==> config.mk <==
export PLATFORM = sky130hd
export DESIGN_NAME = switch_bounce_gen
export DESIGN_NICKNAME = d
export VERILOG_FILES = /design/src/rtl/switch_bounce_gen.sv
export SDC_FILE = /design/constraint.sdc
export NUM_CORES = 1
export LEC_CHECK = 0
export ABC_AREA = 1
export CAP_MARGIN = 25
export CORE_AREA = 5 5 72 74
export CTS_CLUSTER_DIAMETER = 200
export DETAILED_ROUTE_END_ITERATION = 16
export DIE_AREA = 0 0 77 79
export MAX_ROUTING_LAYER = met4
export PLACE_DENSITY = 0.9
export SETUP_SLACK_MARGIN = 0.2
export SYNTH_ARGS = -nofsm -noshare
export SYNTH_HDL_FRONTEND = slang
export SYNTH_SLANG_ARGS = --single-unit
==> constraint.sdc <==
create_clock -name i_Clk -period 5.9 [get_ports i_Clk]
set_clock_uncertainty 0.15 [all_clocks]
set_input_delay 0.59 -clock i_Clk [delete_from_list [all_inputs] [get_ports i_Clk]]
set_output_delay 0.59 -clock i_Clk [all_outputs]
set_load 0.05 [all_outputs]
==> src/rtl/switch_bounce_gen.sv <==
// switch_bounce_gen -- bouncy push-button emulator.
//
// Turns a clean requested switch level into a contact signal that chatters
// pseudo-randomly for a fixed window before settling on the requested level.
//
// Ports:
//   i_Clk      system clock
//   i_Rst_L    asynchronous active-low reset
//   i_Enable   1 = emulate bounce, 0 = bypass (o_Switch follows i_Press)
//   i_Press    clean requested switch level, synchronous to i_Clk
//   o_Switch   emulated contact output (registered)
//   o_Bouncing high while the chatter window is open
//   o_Settled  one-cycle pulse when a chatter window ends
module switch_bounce_gen #(
  parameter int unsigned BOUNCE_CYCLES = 250000,
  parameter int unsigned MIN_HOLD      = 64,
  parameter int unsigned HOLD_BITS     = 10,
  parameter logic [15:0] LFSR_SEED     = 16'hACE1,
  parameter logic        IDLE_LEVEL    = 1'b0
) (
  input  logic i_Clk,
  input  logic i_Rst_L,
  input  logic i_Enable,
  input  logic i_Press,
  output logic o_Switch,
  output logic o_Bouncing,
  output logic o_Settled
);

  localparam int unsigned CNT_W    = $clog2(BOUNCE_CYCLES);
  localparam int unsigned HOLD_MAX = MIN_HOLD + (1 << HOLD_BITS) - 1;
  localparam int unsigned HOLD_W   = $clog2(HOLD_MAX + 1);

  // An all-zero seed would lock the LFSR, so it is replaced by 1.
  localparam logic [15:0]       SEED      = (LFSR_SEED == 16'h0000) ? 16'h0001 : LFSR_SEED;
  localparam logic [CNT_W-1:0]  WIN_LOAD  = CNT_W'(BOUNCE_CYCLES - 1);
  localparam logic [HOLD_W-1:0] HOLD_BASE = HOLD_W'(MIN_HOLD);
  localparam logic [HOLD_W-1:0] HOLD_ONE  = HOLD_W'(1);

  typedef enum logic {
    ST_IDLE,
    ST_BOUNCE
  } state_t;

  state_t            state, state_n;
  logic              level, level_n;
  logic              target, target_n;
  logic [CNT_W-1:0]  bounce_cnt, bounce_cnt_n;
  logic [HOLD_W-1:0] hold_cnt, hold_cnt_n;
  logic [15:0]       lfsr, lfsr_n;
  logic              switch_n, bouncing_n, settled_n;

  logic              restart;
  logic [HOLD_W-1:0] hold_load;

  // Galois LFSR, taps 0xB400; free-running in every state.
  assign lfsr_n    = lfsr[0] ? ({1'b0, lfsr[15:1]} ^ 16'hB400) : {1'b0, lfsr[15:1]};
  assign hold_load = HOLD_BASE + HOLD_W'(lfsr[HOLD_BITS-1:0]);
  assign restart   = (i_Press != target);

  always_ff @(posedge i_Clk or negedge i_Rst_L) begin
    if (!i_Rst_L) begin
      state      <= ST_IDLE;
      level      <= IDLE_LEVEL;
      target     <= IDLE_LEVEL;
      bounce_cnt <= '0;
      hold_cnt   <= '0;
      lfsr       <= SEED;
      o_Switch   <= IDLE_LEVEL;
      o_Bouncing <= 1'b0;
      o_Settled  <= 1'b0;
    end else begin
      state      <= state_n;
      level      <= level_n;
      target     <= target_n;
      bounce_cnt <= bounce_cnt_n;
      hold_cnt   <= hold_cnt_n;
      lfsr       <= lfsr_n;
      o_Switch   <= switch_n;
      o_Bouncing <= bouncing_n;
      o_Settled  <= settled_n;
    end
  end

  always_comb begin
    state_n      = state;
    level_n      = level;
    target_n     = target;
    bounce_cnt_n = bounce_cnt;
    hold_cnt_n   = hold_cnt;
    switch_n     = o_Switch;
    bouncing_n   = o_Bouncing;
    settled_n    = 1'b0;

    if (!i_Enable) begin
      // Bypass: follow the request directly; any open window is dropped silently.
      state_n    = ST_IDLE;
      switch_n   = i_Press;
      level_n    = i_Press;
      bouncing_n = 1'b0;
    end else begin
      unique case (state)
        ST_IDLE: begin
          switch_n = level;
          if (i_Press != level) begin
            state_n      = ST_BOUNCE;
            target_n     = i_Press;
            bounce_cnt_n = WIN_LOAD;
            hold_cnt_n   = hold_load;
            switch_n     = ~level;
            bouncing_n   = 1'b1;
          end
        end

        ST_BOUNCE: begin
          // A request change on the final cycle restarts the window rather
          // than settling; settling also overrides a coincident hold expiry.
          if (!restart && bounce_cnt == '0) begin
            state_n    = ST_IDLE;
            switch_n   = target;
            level_n    = target;
            bouncing_n = 1'b0;
            settled_n  = 1'b1;
          end else begin
            if (restart) begin
              target_n     = i_Press;
              bounce_cnt_n = WIN_LOAD;
            end else begin
              bounce_cnt_n = bounce_cnt - 1'b1;
            end
            if (hold_cnt == HOLD_ONE) begin
              switch_n   = ~o_Switch;
              hold_cnt_n = hold_load;
            end else begin
              hold_cnt_n = hold_cnt - 1'b1;
            end
          end
        end

        default: state_n = ST_IDLE;
      endcase
    end
  end

endmodule

Yosys cells after proc, flatten, opt, wreduce, memory -nomap -nowiden
Index checks and enable logic that the tools add are counted.

operators by class
  multiplexer cells = 32
  reduce and logical (&&, ||, !) cells = 7
  shift-type cells = 0
  divide/modulo/power cells = 0
  add/subtract/negate cells = 3
  bitwise operators = 4
  equal/unequal tests = 11
  multiply operators = 0
  order comparisons = 0

operator list
  operator               count
  $mux 18                3
  $pmux 18 s2            1
  $mux 11                3
  $pmux 11 s2            1
  $mux 1                 19
  $logic_not 18->1       1
  $sub 18x1->18 const B  1
  $mux 16                1
  $add 7x10->11 const A  1
  $eq 11x1->1 const B    1
  $sub 11x1->11 const B  1
  $pmux 1 s2             4
  $ne 2x1->1 const B     3
  $ne 2x2->1 const B     2
  $ne 4x2->1 const B     1
  $not 3->4              1
  $reduce_and 2->1       2
  $reduce_and 4->1       1
  $ne 3x2->1 const B     1
  $ne 3x3->1 const B     1
  $not 1->1              3
  $reduce_and 3->1       1
  $ne 1x1->1             2
  $logic_and 1x1->1      1
  $logic_not 1->1        1

word-level totals
  memories kept = 0
  bits in read-only memories = 0
  logic and storage cells = 66
  latch bits = 0
  flip-flop bits (word level) = 51
  output and inout port bits = 3
  RAM bits = 0

Logic depth before layout (Yosys ltp)
Gate-level depths: netlist of the first run.

  depth after elaboration = 6
  gate-level depth with buffers = 12

Least setup slack after synthesis of the first run
Ideal clock, no wire load.

  kind = reg-to-reg
  start point = reg bounce_cnt[0]
  end point = reg hold_cnt[3]
  setup slack = 4.041 ns
  arrival time = 1.578 ns
  cell stages (with the launch flop) = 12
  required time = 5.619 ns
  cells stage by stage = dfrtp_1 -> inv_1 -> ha_1 -> nand2_1 -> nor2_4 -> nand3_4 -> nand2_2 -> nand2_2 -> buf_6 -> buf_6 -> nand2_1 -> o21ai_0

on the way
  cells in the longest elaborated chain, start to end = 4

ends and longest elaborated chain
  element                     line  source
  from (decl)                 48    logic [CNT_W-1:0] bounce_cnt, bounce_cnt_n;
  from (signal assigned)      76    bounce_cnt <= bounce_cnt_n;
  $logic_not 18->1            118   if (!restart && bounce_cnt == '0) begin
  $logic_and 1x1->1           118
  $ne 2x2->1 (no line)        n/a
  $reduce_and 3->1 (no line)  n/a
  to (signal assigned)        77    hold_cnt <= hold_cnt_n;
  to (decl)                   49    logic [HOLD_W-1:0] hold_cnt, hold_cnt_n;

Every way passes these cells.
A chain may end at the register's enable or synchronous reset.

Worst setup path in the final report of the first run
  start point = in i_Press
  end point = reg bounce_cnt[4]

on the way
  cells in the longest elaborated chain, start to end = 5
  elaborated cells on any way between the ends = 10
  those cells by class = 4 x eq/ne; 3 x mux; 3 x reduce/logical

ends and longest elaborated chain
  element                     line  source
  from (decl)                 24    input logic i_Press,
  $ne 1x1->1                  59    assign restart = (i_Press != target);
  $logic_not 1->1             118
  $logic_and 1x1->1           118
  $ne 2x2->1 (no line)        n/a
  $reduce_and 3->1 (no line)  n/a

Several ways; a longest one is shown, not always the timed one. The select of a mux whose other input is x is not followed.

==> run summary, run 1 <==
The flow ran to the end, and the final reports show no timing, DRC or antenna violations. In this run the critical register-to-register path is launched from state. Global routing consumed, over all layers together, 19.5% of the routing resources.

The relative max-transition margin is 48.3%. For this design, the slowest cell found on the critical path is sky130_fd_sc_hd__clkdlybuf4s50_1. The worst setup path is launched from a primary input.

The number of hold-repair buffers added at the cts stage came out at 0. The finished layout holds 422 standard cells, fillers aside. After the first detailed-routing iteration, the DRC count stood at 206. The share of total power dissipated in combinational logic is 38.4%. Of the post-synthesis cell area, the dominant cell type holds 37.8%.

Net switching is 40.4% of the power. The logs give 470 µW for the net switching power and 0 for the count of cells resized by post-cts repair. For the top-level I/O count, the log shows 7. The final clock period utilization by the worst path is 43.7%, and the area growth from synthesis to layout is 5.58%. Subtracting the final worst setup slack from the clock period gives 2.58 ns. The detailed-route via count came out at 2277. The signal on the critical path passes through clkdlybuf4s50_1 > nand2_1 > nand2_2 > nor2_2 > nand3_4 > nand2_2 > nand2_2 > clkinv_8 > o21ai_0. Final max-slew violation count: 0.

Sorting the synthesized cells by area gives the leading types as sky130_fd_sc_hd__dfrtp_1 (38%), sky130_fd_sc_hd__nand2_1 (15%), sky130_fd_sc_hd__dfstp_2 (7.4%). The vertical die dimension is 79 µm. The maximum number of pins on one net before global-route repair is 39. Most common cell after layout, fill and taps aside: sky130_fd_sc_hd__nand2_1.

For the row count, the log shows 25. Counting every instance in the synthesized netlist gives 363. The length in cells of the worst reg-to-reg path was 6; the port buffer count was 6.

The internal power of the cells totals 694 µW. The number of distinct library cells after synthesis was 29. The tools report the total wirelength of the detailed-routed design as 5420 µm. The antenna diode count came out at 0. Fill cells in the final layout number 367. The type of the tightest min-delay check was in2async. The finished cells cover 3010 µm². Tracing the worst setup path back leads to its startpoint at i_Press.

The tools report the maximum count of clock buffers along a single path as 2. The setup check on the worst reg-to-reg path leaves a slack of 3.38 ns. At the pin with the least slew margin, the transition time is 0.773 ns. Adding up every negative setup slack in the final design gives 0 ns.

The first global-routing pass estimated 9470 µm of wire. IR analysis of the VDD net gives a maximum drop of 0.298 mV. Max-cap violations in this run came to 0. After detailed routing, the number of remaining DRC violations is 0.

The tools report the endpoint class of the critical path as a flip-flop. The mean number of vias per cell is 5.40. Number of buffers created by CTS: 5. The pre-antenna-repair detailed-routing pass consisted of 4 iterations. In the final layout, the multi-input gates occupy 1340 µm².

The core region is 4540 µm². For this design, the sink count on the clock tree is 51. The most numerous cell type found on the critical path is sky130_fd_sc_hd__nand2_2.

TritonCTS built the clock tree. The final weighted congestion of routability-driven global placement is 0.936. Once the floorplan was initialized, standard cells occupied 62.8% of the core.

Number of warning messages in the yosys log: 0. For the number of antenna violations at the first check in global routing, the log shows 0. Global routing finished with a remaining overflow of 0. The placed instances occupy a cell area of 2900 µm². Averaged over all synthesized cells, the footprint is 7.84 µm². Cells fill 66.3% of the core in the end.

The latest clock arrival within the worst-skew pair was 0.31 ns; the largest fanout on the critical path was 38. The highest achievable clock rate is 388 MHz. The mean routed wirelength per cell works out to 12.8 µm. The master cell of the clock root buffer is sky130_fd_sc_hd__clkbuf_8.

The final layout net count was 375. The largest single stage delay on the critical path is 0.57 ns. The critical path class was in2reg. The share of power burned in registers came out at 41.2%. Setup repair after global routing left no endpoint under its margin.

Setup violations remaining at the end of the flow were counted as 0. For the worst setup path, the data required time is 5.98 ns. Once detailed placement completed, the half-perimeter wirelength came to 3800 µm. Sequential cell area: 1290 µm². sky130_fd_sc_hd__dfrtp_1 takes more of the synthesized area than any other cell. For the post-CTS setup buffer count, the log shows 0. When the netlist entered floorplanning its net count stood at 371. The critical path ends at bounce_cnt[4].

The proportion of synthesized chip area in sequential cells was 45.2%. The number of global-route vias before repair is 2160. The power per unit of standard cell area is 387 nW/µm², and the die extent in x is 77 µm. The register clock-pin slew on the reported worst setup and hold paths was 0.08 ns; the final antenna-violating net count was 0. The tools report the number of hold violations in the final report as 0.

The data arrival time at the worst-slack endpoint came out at 2.66 ns. For the cell area after technology mapping, the log shows 2850 µm². Portion of total power attributed to the clock network: 20.3%.

The library cells used most frequently in the layout, excluding fill and tap cells, are sky130_fd_sc_hd__nand2_1 (111), sky130_fd_sc_hd__dfrtp_1 (43), sky130_fd_sc_hd__nor2_1 (39). For this design the static power due to leakage is 1.47 nW. The tools report the count of placed standard cells including taps as 414. Flop and latch count out of synthesis: 51.

CTS built an H-tree with a depth of 2. The worst register-to-register path ends at bounce_cnt[4]. The floorplan die area is 6080 µm². The share of layout cells above drive strength 1 works out to 12.8%.
flip-flops by register name, indices dropped and copies added, names as in the netlist:
register and cells:
bounce_cnt 18, o_Bouncing 1, lfsr 16, level 1
o_Settled 1, target 1, o_Switch 1, state 1
hold_cnt 11
how the worst min path moves through the flow:
stage,from,end,slack [ns]
3_5_place_dp,lfsr[12],lfsr[11],0.20
4_1_cts,i_Rst_L,bounce_cnt[17],0.1
2_1_floorplan,i_Rst_L,bounce_cnt[0],0.14
3_3_place_gp,lfsr[12],lfsr[11],0.18
5_1_grt,i_Rst_L,bounce_cnt[16],0.12
6_report,i_Rst_L,bounce_cnt[8],0.10
through the flow:
stage | hold WS [ns] | worst slack [ns] | total power [mW]
detailed placement | 0.202 | 3.01 | 0.927
finish | 0.100 | 3.32 | 1.16
global placement | 0.184 | 3.07 | 0.908
global route | 0.120 | 3.17 | 1.26
floorplan | 0.144 | 4.04 | 0.846
CTS | 0.0996 | 3.34 | 1.17
kinds of logic (layout without fill, tap and decap cells):
logic type	after synthesis	in the layout	share of synthesized area, %
simple gates	222	222	34.8
fa+ha+maj	4	4	1.76
compound gates	33	33	7.29
flops	51	51	45.2
buf+inv	43	48	7.95
xor+xnor	10	10	3.08
metal layers:
| metal | global-route usage (%) | wire [µm] | up-vias |
|---|---|---|---|
| met3 | 5.22 | 283 | 7 |
| met2 | 31.7 | 2620 | 54 |
| met4 | 4.81 | 50 | 0 |
| met5 | - | 0 | - |
| met1 | 24.6 | 2460 | 1045 |
| li1 | - | - | 1171 |
worst max-delay path: cells and delay by family:
family,cells,cell delay [ns]
compound gates,1,0.23
buf+inv,2,0.85
simple gates,6,0.97
power by group through the flow:
stage	Sequential, mW	Clock [mW]	Combinational, mW
6_report	0.480	0.237	0.447
2_1_floorplan	0.470	0	0.376
5_1_grt	0.489	0.259	0.512
4_1_cts	0.479	0.241	0.446
3_5_place_dp	0.485	0	0.442
3_3_place_gp	0.483	0	0.425
cell usage after synthesis, drive strengths merged:
cell,number
nand3,39
nand4,13
nor2,43
buf,7
xor2,8
clkbuf,3
a21oi,1
inv,32
ha,4
dfstp,8
nand3b,2
o31ai,1
clkinv,1
or2,7
o21ai,30
o21bai,1
nand2,118
dfrtp,43
xnor2,2
area by class of cell:
type	count	share of cell area [%]
clock inverter	1	0.999
sequential	51	42.8
multi-input combinational	269	44.4
timing repair buffer	7	2.50
clock buffer	7	2.54
tap	54	2.25
inverter	33	4.54
No activity file was read; power rests on OpenSTA's default activity.
==> run 2, diff against run 1 <==
--- a/config.mk
+++ b/config.mk
@@ -7,12 +7,12 @@
 export LEC_CHECK = 0
 export ABC_AREA = 1
 export CAP_MARGIN = 25
-export CORE_AREA = 5 5 72 74
+export CORE_AREA = 5 5 78 80
 export CTS_CLUSTER_DIAMETER = 200
 export DETAILED_ROUTE_END_ITERATION = 16
-export DIE_AREA = 0 0 77 79
+export DIE_AREA = 0 0 83 85
 export MAX_ROUTING_LAYER = met4
-export PLACE_DENSITY = 0.9
+export PLACE_DENSITY = 0.82
 export SETUP_SLACK_MARGIN = 0.2
 export SYNTH_ARGS = -nofsm -noshare
 export SYNTH_HDL_FRONTEND = slang
==> constraint.sdc (replaced) <==
create_clock -name i_Clk -period 2.3 [get_ports i_Clk]
set_clock_uncertainty 0.15 [all_clocks]
set_input_delay 0.23 -clock i_Clk [delete_from_list [all_inputs] [get_ports i_Clk]]
set_output_delay 0.23 -clock i_Clk [all_outputs]
set_load 0.05 [all_outputs]
==> run 2 against run 1 <==
  * Critical path depth unchanged
  * Clock power is 130% higher
  * Highest routed layer unchanged
  * Setup slack got worse by 3.0 ns
  * First-iteration DRC count shrank 52%
  * Wire length grew 5.5%
  * Global-route usage down 1.2 points
  * Count of clock-buffer cells in the layout is 2 lower
  * Via count rose by 2.5%
  * Combinational power increased to 2.8 times the previous value
  * Critical endpoint is now hold_cnt[4]
  * Flip-flop and latch count is the same
  * Total power increased to 2.6 times the previous value
==> run summary, run 2 (synthesis gave the netlist of run 1 again) <==
The mean routed wirelength per cell was 12.7 µm. The largest registers in the layout are bounce_cnt (18), lfsr (16), hold_cnt (11). The cell at the slowest stage of the critical path was sky130_fd_sc_hd__dfrtp_1. The run gives 58.8% as the final design utilization. In the detailed route, the total length drawn on met2 is 2920 µm.

The tools report the endpoint class of the critical path as a flip-flop. The post-route netlist has 16.6% of its cells at a drive strength greater than 1. Headroom to the max-slew limit came out at 61.2%.

The number of optimization iterations in the first detailed-route pass is 4. The first routing iteration left 99 violations. The congestion estimate from routability-driven global placement came to 0.895.

The detailed router placed 2335 vias in this run. The floorplan step set the die width to 83 µm. The critical path launch point type is a flip-flop. bounce_cnt holds more flip-flops than any other register. The final layout net count was 387; the power per unit of standard cell area was 963 nW/µm². The initial core utilization came out at 53.4%. In this run the worst path has a maximum fanout of 17. After clock tree synthesis, the clock-pin slew on the worst setup and hold paths is 0.10 ns. In this design, the stage delay of the slowest critical-path cell is 0.39 ns.

At the worst endpoint, the required time is 2.38 ns. For this run, the total global-route usage over all layers was measured as 18.3%. The max-cap check violation count was 0; the core outline area was 5340 µm². Clock tree synthesis selected as its root buffer the cell sky130_fd_sc_hd__clkbuf_8. The worst hold path belongs to the class reg2reg. The routed design has 5720 µm of wire. 0 antenna diodes ended up in the layout. Final-layout setup total negative slack: 0 ns. The register with the most flip-flops in the layout has 18 of them. Summing all placed instances gives a cell area of 2980 µm². The final design instance area without fill is 3140 µm², and the slew at the pin with the worst max-slew slack is 0.580 ns.

The smallest clock period supported by the final layout is computed as 1.94 ns. The detailed-routing wirelength on met1 is 2610 µm. The switching part of the total power works out to 42.4%.

The cell internal power dissipation is 1.74 mW, and the count of placed standard cells including taps is 441. The final max-slew violation count came out at 0. In the routed design, unresolved DRC markers number 0. For the length of routed met3 wiring, the log shows 113 µm. The area growth from synthesis to layout was 10.2%.

Traced cell by cell, the critical path runs through inv_1 > ha_4 > nand2_2 > nor2_4 > nand3_4 > nand2_4 > nand2_8 > buf_6 > o21ai_0. Setup repair after global routing left no endpoint under its margin. The tools report the maximum count of clock buffers along a single path as 2. Row generation in the floorplan step produced 27 rows. The most common cell after layout, fill and taps aside was sky130_fd_sc_hd__nand2_1. The vertical die dimension is 85 µm. On the final layout, the worst hold slack is 0.217 ns. The highest achievable clock rate is 515 MHz, and the share of power burned in registers is 40.3%. At the later pin of the worst-skew pair, clock insertion delay measures 0.31 ns.

Setup slack closes at 0.360 ns. In this run the static leakage power is 1.52 nW. The global-route wire length before repair is 10400 µm, and the net switching power is 1.28 mW. Setup-violating endpoint count in the final report: 0. Summed over all layers, the global routing overflow is 0. TritonCTS built the clock tree. The top metal layer carrying routed signals is met4.

The H-tree depth came out at 2. The port buffer count was 6; the number of global-route vias before repair was 2294. The number of clock buffers added by TritonCTS is 5.

VDD sags by at most 0.675 mV. At the placement stage, the worst setup path has a slack of -0.0225 ns. The top cell types in the final layout, fill and taps aside, are sky130_fd_sc_hd__nand2_1 (110), sky130_fd_sc_hd__dfrtp_1 (43), sky130_fd_sc_hd__nor2_1 (38), sky130_fd_sc_hd__nand3_1 (38), sky130_fd_sc_hd__inv_1 (31). The count of cells in the finished layout, fillers not included, comes to 452.

The flow ran to the end, and the final reports show no timing, DRC or antenna violations. The run gives 7 as the top-level I/O count. The share of total power dissipated in the clock network is 18.1%. The wire-length estimate of the detail-placed layout is 4110 µm. The clock sink count was 51. The completed layout was analyzed and its total power is 3.02 mW.

The worst path uses 84.4% of the clock period. For the number of hold violations in the final report, the log shows 0. Data arrival time at the worst-slack endpoint: 2.02 ns.

The critical path is of the reg2reg type. Combinational cells account for 41.6% of the total power. The mean number of vias per cell is 5.17, and the maximum number of pins on one net before global-route repair is 27. The number of antenna violations at the first check in global routing is 0, and the floorplan die area is 7060 µm².

The tools report the final antenna-violating net count as 0.
run 2: critical path: cells and delay by family (launching register included):
family	cells	cell delay, ns
compound gates	1	0.18
flops	1	0.39
fa+ha+maj	1	0.16
simple gates	5	0.68
buf+inv	2	0.30
run 2: final cells by class:
class / count / area (µm²)
Sequential cell: 51 / 1290
Inverter: 33 / 136
Clock buffer: 5 / 68.8
Multi-Input combinational cell: 269 / 1370
Fill cell: 502 / 2200
Clock inverter: 3 / 26.3
Timing Repair Buffer: 19 / 159
Tap cell: 72 / 90.1
run 2: power groups by stage:
stage / registers (mW) / logic [mW] / clock network (mW)
floorplan: 1.21 / 0.964 / 0
global placement: 1.22 / 1.17 / 0
detailed placement: 1.23 / 1.21 / 0
CTS: 1.21 / 1.23 / 0.563
global route: 1.25 / 1.44 / 0.604
finish: 1.22 / 1.26 / 0.547
run 2: timing repair:
| action | CTS | global route |
|---|---|---|
| buffers inserted | 0 | 2 |
| resized for setup | 1 | 7 |
| endpoints found under the setup margin | 27 | 28 |
| hold buffers | 1 | 0 |
| endpoints found under the hold margin | 21 | 0 |
| pin swaps | 1 | 1 |
run 2: path summary, 6_finish.rpt:
path	from	endpoint	slack, ns	cells after the start
max reg2reg	bounce_cnt[1]	hold_cnt[4]	0.36	9
max	bounce_cnt[1]	hold_cnt[4]	0.36	9
min in group asynchronous	i_Rst_L	bounce_cnt[9]	0.28	2
max in group asynchronous	i_Rst_L	lfsr[5]	1.05	3
min reg2reg	lfsr[12]	lfsr[11]	0.22	0
min	lfsr[12]	lfsr[11]	0.22	0
run 2: routing by layer:
| metal | track usage, % | vias up |
|---|---|---|
| li1 | - | 1199 |
| met1 | 22.3 | 1108 |
| met2 | 30.2 | 21 |
| met3 | 3.88 | 7 |
| met4 | 6.39 | 0 |
| met5 | - | - |
==> run 3, diff against run 2 <==
==> constraint.sdc (replaced) <==
create_clock -name i_Clk -period 1.7 [get_ports i_Clk]
set_clock_uncertainty 0.15 [all_clocks]
set_input_delay 0.17 -clock i_Clk [delete_from_list [all_inputs] [get_ports i_Clk]]
set_output_delay 0.17 -clock i_Clk [all_outputs]
set_load 0.05 [all_outputs]
==> run 3 against run 2 <==
  * Core utilization increased by 13 points
  * Critical path depth unchanged
  * Largest cell class unchanged
  * The run now ends with negative setup slack left
  * Via count rose by 19%
  * Register-to-register slack lost 0.43 ns
  * Final cell count grew 11%
  * Total power grew 67%
  * Highest routed layer unchanged
  * Maximum frequency grew 9.3%
  * Sequential share of layout area decreased by 7.4 points
  * Cell area grew 22%
  * First-iteration DRC count up 120%
  * Global-route usage increased by 3.2 points
  * Critical path type unchanged
==> run summary, run 3 (synthesis gave the netlist of run 1 again) <==
The flow ran to the end, but the final reports show violations. The final reports fail on negative setup slack. The H-tree was split into 2 levels.

The length in cells of the worst reg-to-reg path came out at 9. Clock tree synthesis inserted a total of 5 buffers. The worst register-to-register path ends at bounce_cnt[16].

The maximum resistive drop on vdd is 0.761 mV. The detail route stage leaves a number of antenna-violating nets equal to 0. The maximum count of clock buffers along a single path is 2. The net count of the finished layout is 438.

Global routing consumed, over all layers together, 21.5% of the routing resources. The logs give 51 for the clock sink count and 74.2% for the relative max-transition margin. CTS placed an instance of sky130_fd_sc_hd__clkbuf_8 at the clock tree root.

Detailed routing inserted a total of 2790 vias. The run gives -0.07 ns as the worst setup slack for register-to-register paths. The tools report the detailed-routing wirelength on met1 as 3000 µm. The run gives 3340 µm² as the cell area after placement. The type of the tightest min-delay check was reg2reg.

The final layout contains routed wiring with a total length of 7840 µm. The row count was 27; the die extent in x was 83 µm. The initial utilization of the core area, before any placement, comes to 53.4%. In the routed design, unresolved DRC markers number 0. Following the worst setup path forward leads to its endpoint at bounce_cnt[16].

Final design utilization: 71.8%. After detailed routing, the number of vias per cell comes to 5.55. Of all nets on the critical path, the largest fanout is 4. The setup-violating endpoint count in the final report was 27. The top metal layer carrying routed signals is met4. After detailed routing, the average wire length per cell comes to 15.6 µm. The area growth from synthesis to layout works out to 34.5%. The most common cell after layout, fill and taps aside is sky130_fd_sc_hd__nand2_1. The post-layout worst setup margin was -0.0745 ns. The global-route wire length before repair is 12000 µm, and the number of antenna violations at the first check in global routing is 0. The tools report the number of global-route vias before repair as 2670. TritonCTS built the clock tree. The final-layout setup total negative slack is -0.943 ns, and the floorplan die area is 7060 µm². Setup repair after global routing could not meet its margin everywhere.

In the final layout, the share of cells above drive strength 1 is 41.5%. The final clock period utilization by the worst path is 104%, and the latest clock arrival within the worst-skew pair is 0.31 ns. The vertical die dimension works out to 85 µm. Before antenna repair, the detailed router went through 5 iterations. The worst setup path is launched from a flip-flop. For the pin with the worst max-slew slack, the measured transition is 0.385 ns.

Before CTS, the worst setup slack after placement is -0.391 ns. The worst path needs 1.77 ns of the cycle, external delays included. The library cells used most frequently in the layout, excluding fill and tap cells, are sky130_fd_sc_hd__nand2_1 (89), sky130_fd_sc_hd__buf_4 (55), sky130_fd_sc_hd__dfrtp_1 (43). Entering global routing, the biggest net connects 52 pins. In this run the standard cell core region covers 5340 µm². The largest registers in the layout are bounce_cnt (18), lfsr (16), hold_cnt (11). Buffers placed on the I/O ports in this run total 6. The top-level I/O count was 7. Summed over all cells, the static leakage comes to 1.88 nW.

The highest achievable clock rate is 564 MHz. The critical path starts at bounce_cnt[7]. The length of routed met3 wiring was 509 µm.

For this run the aggregate overflow at the end of global routing stands at 0. The register with the most flip-flops in the layout has 18 of them. The final max-slew violation count was 0. The layout has 351 filler cells. Detailed routing placed a total of 3930 µm of wire on met2.

The run gives 0.933 as the final weighted congestion of routability-driven global placement. The max-cap check violation count is 0. The startpoint identified for the worst register-to-register timing path is bounce_cnt[7]. For the worst setup path, the data required time is 1.75 ns. Ranked by flip-flop count, first place goes to bounce_cnt. The finished cells cover 3830 µm². The critical path in this run is classified as reg2reg. The worst setup path is captured at a flip-flop. After the first detailed-routing iteration, the DRC count stood at 219. The number of hold violations in the final report is 0, and the power per unit of standard cell area is 1310 nW/µm². Detailed placement ended at an HPWL of 4550 µm.

After clock tree synthesis, the clock-pin slew on the worst setup and hold paths is 0.10 ns. The antenna diode count is 0. At the worst endpoint, the arrival time is 1.83 ns.
-- run 3: layout make-up --
| type | instances | area, µm² | share of cell area [%] |
|---|---|---|---|
| well taps | 72 | 90.1 | 2.35 |
| multi-input cells | 269 | 1620 | 42.4 |
| clock inverters | 1 | 5.00 | 0.131 |
| clock buffers | 7 | 86.3 | 2.25 |
| flip-flops and latches | 51 | 1290 | 33.6 |
| repair buffers | 70 | 598 | 15.6 |
| inverters | 33 | 140 | 3.66 |
-- run 3: metal layers --
metal	GRT usage (%)	up-vias
li1	-	1296
met1	24.4	1315
met2	37.3	133
met3	4.47	46
met4	8.62	0
met5	-	-
-- run 3: worst min path at each step --
stage | endpoint | slack (ns) | start | cells after the start
6_report | lfsr[11] | 0.22 | lfsr[12] | 0
5_1_grt | lfsr[11] | 0.23 | lfsr[12] | 0
4_1_cts | bounce_cnt[13] | 0.22 | i_Rst_L | 3
3_5_place_dp | bounce_cnt[13] | 0.03 | i_Rst_L | 2
3_3_place_gp | bounce_cnt[13] | 0.03 | i_Rst_L | 2
2_1_floorplan | bounce_cnt[0] | -0.28 | i_Rst_L | 0
-- run 3: through the flow --
step                total power, mW  instances  hold WS [ns]
floorplan                      2.99        363        -0.276
global placement               3.65        484        0.0262
detailed placement             3.73        484        0.0264
CTS                            4.65        498         0.222
global route                   5.37        503         0.232
finish                         5.04        503         0.217
-- run 3: what timing repair did --
item / in CTS / in global routing
pin swaps: 19 / 7
buffers inserted: 5 / 4
cloned: 0 / 1
hold endpoints to repair: 51 / 0
gates resized for setup: 39 / 52
endpoints found under the setup margin: 34 / 34
hold buffers: 1 / 0
-- run 3: worst max-delay path, stage by stage, from the launching register on --
cell and delay [ns]:
sky130_fd_sc_hd__dfrtp_1 0.39, sky130_fd_sc_hd__nor2_1 0.16, sky130_fd_sc_hd__nand2_1 0.13, sky130_fd_sc_hd__nor2_4 0.20, sky130_fd_sc_hd__buf_6 0.14, sky130_fd_sc_hd__nand2_1 0.06, sky130_fd_sc_hd__nand2_1 0.12, sky130_fd_sc_hd__nand3_2 0.12
sky130_fd_sc_hd__o21ai_2 0.12, sky130_fd_sc_hd__nand2_1 0.07
-- run 3: power breakdown --
| group | switching (mW) | internal, mW | leakage, nW |
|---|---|---|---|
| logic | 1.58 | 1.10 | 1.19 |
| clock network | 0.407 | 0.330 | 0.0482 |
| registers | 0.185 | 1.44 | 0.640 |
| total | 2.17 | 2.87 | 1.88 |
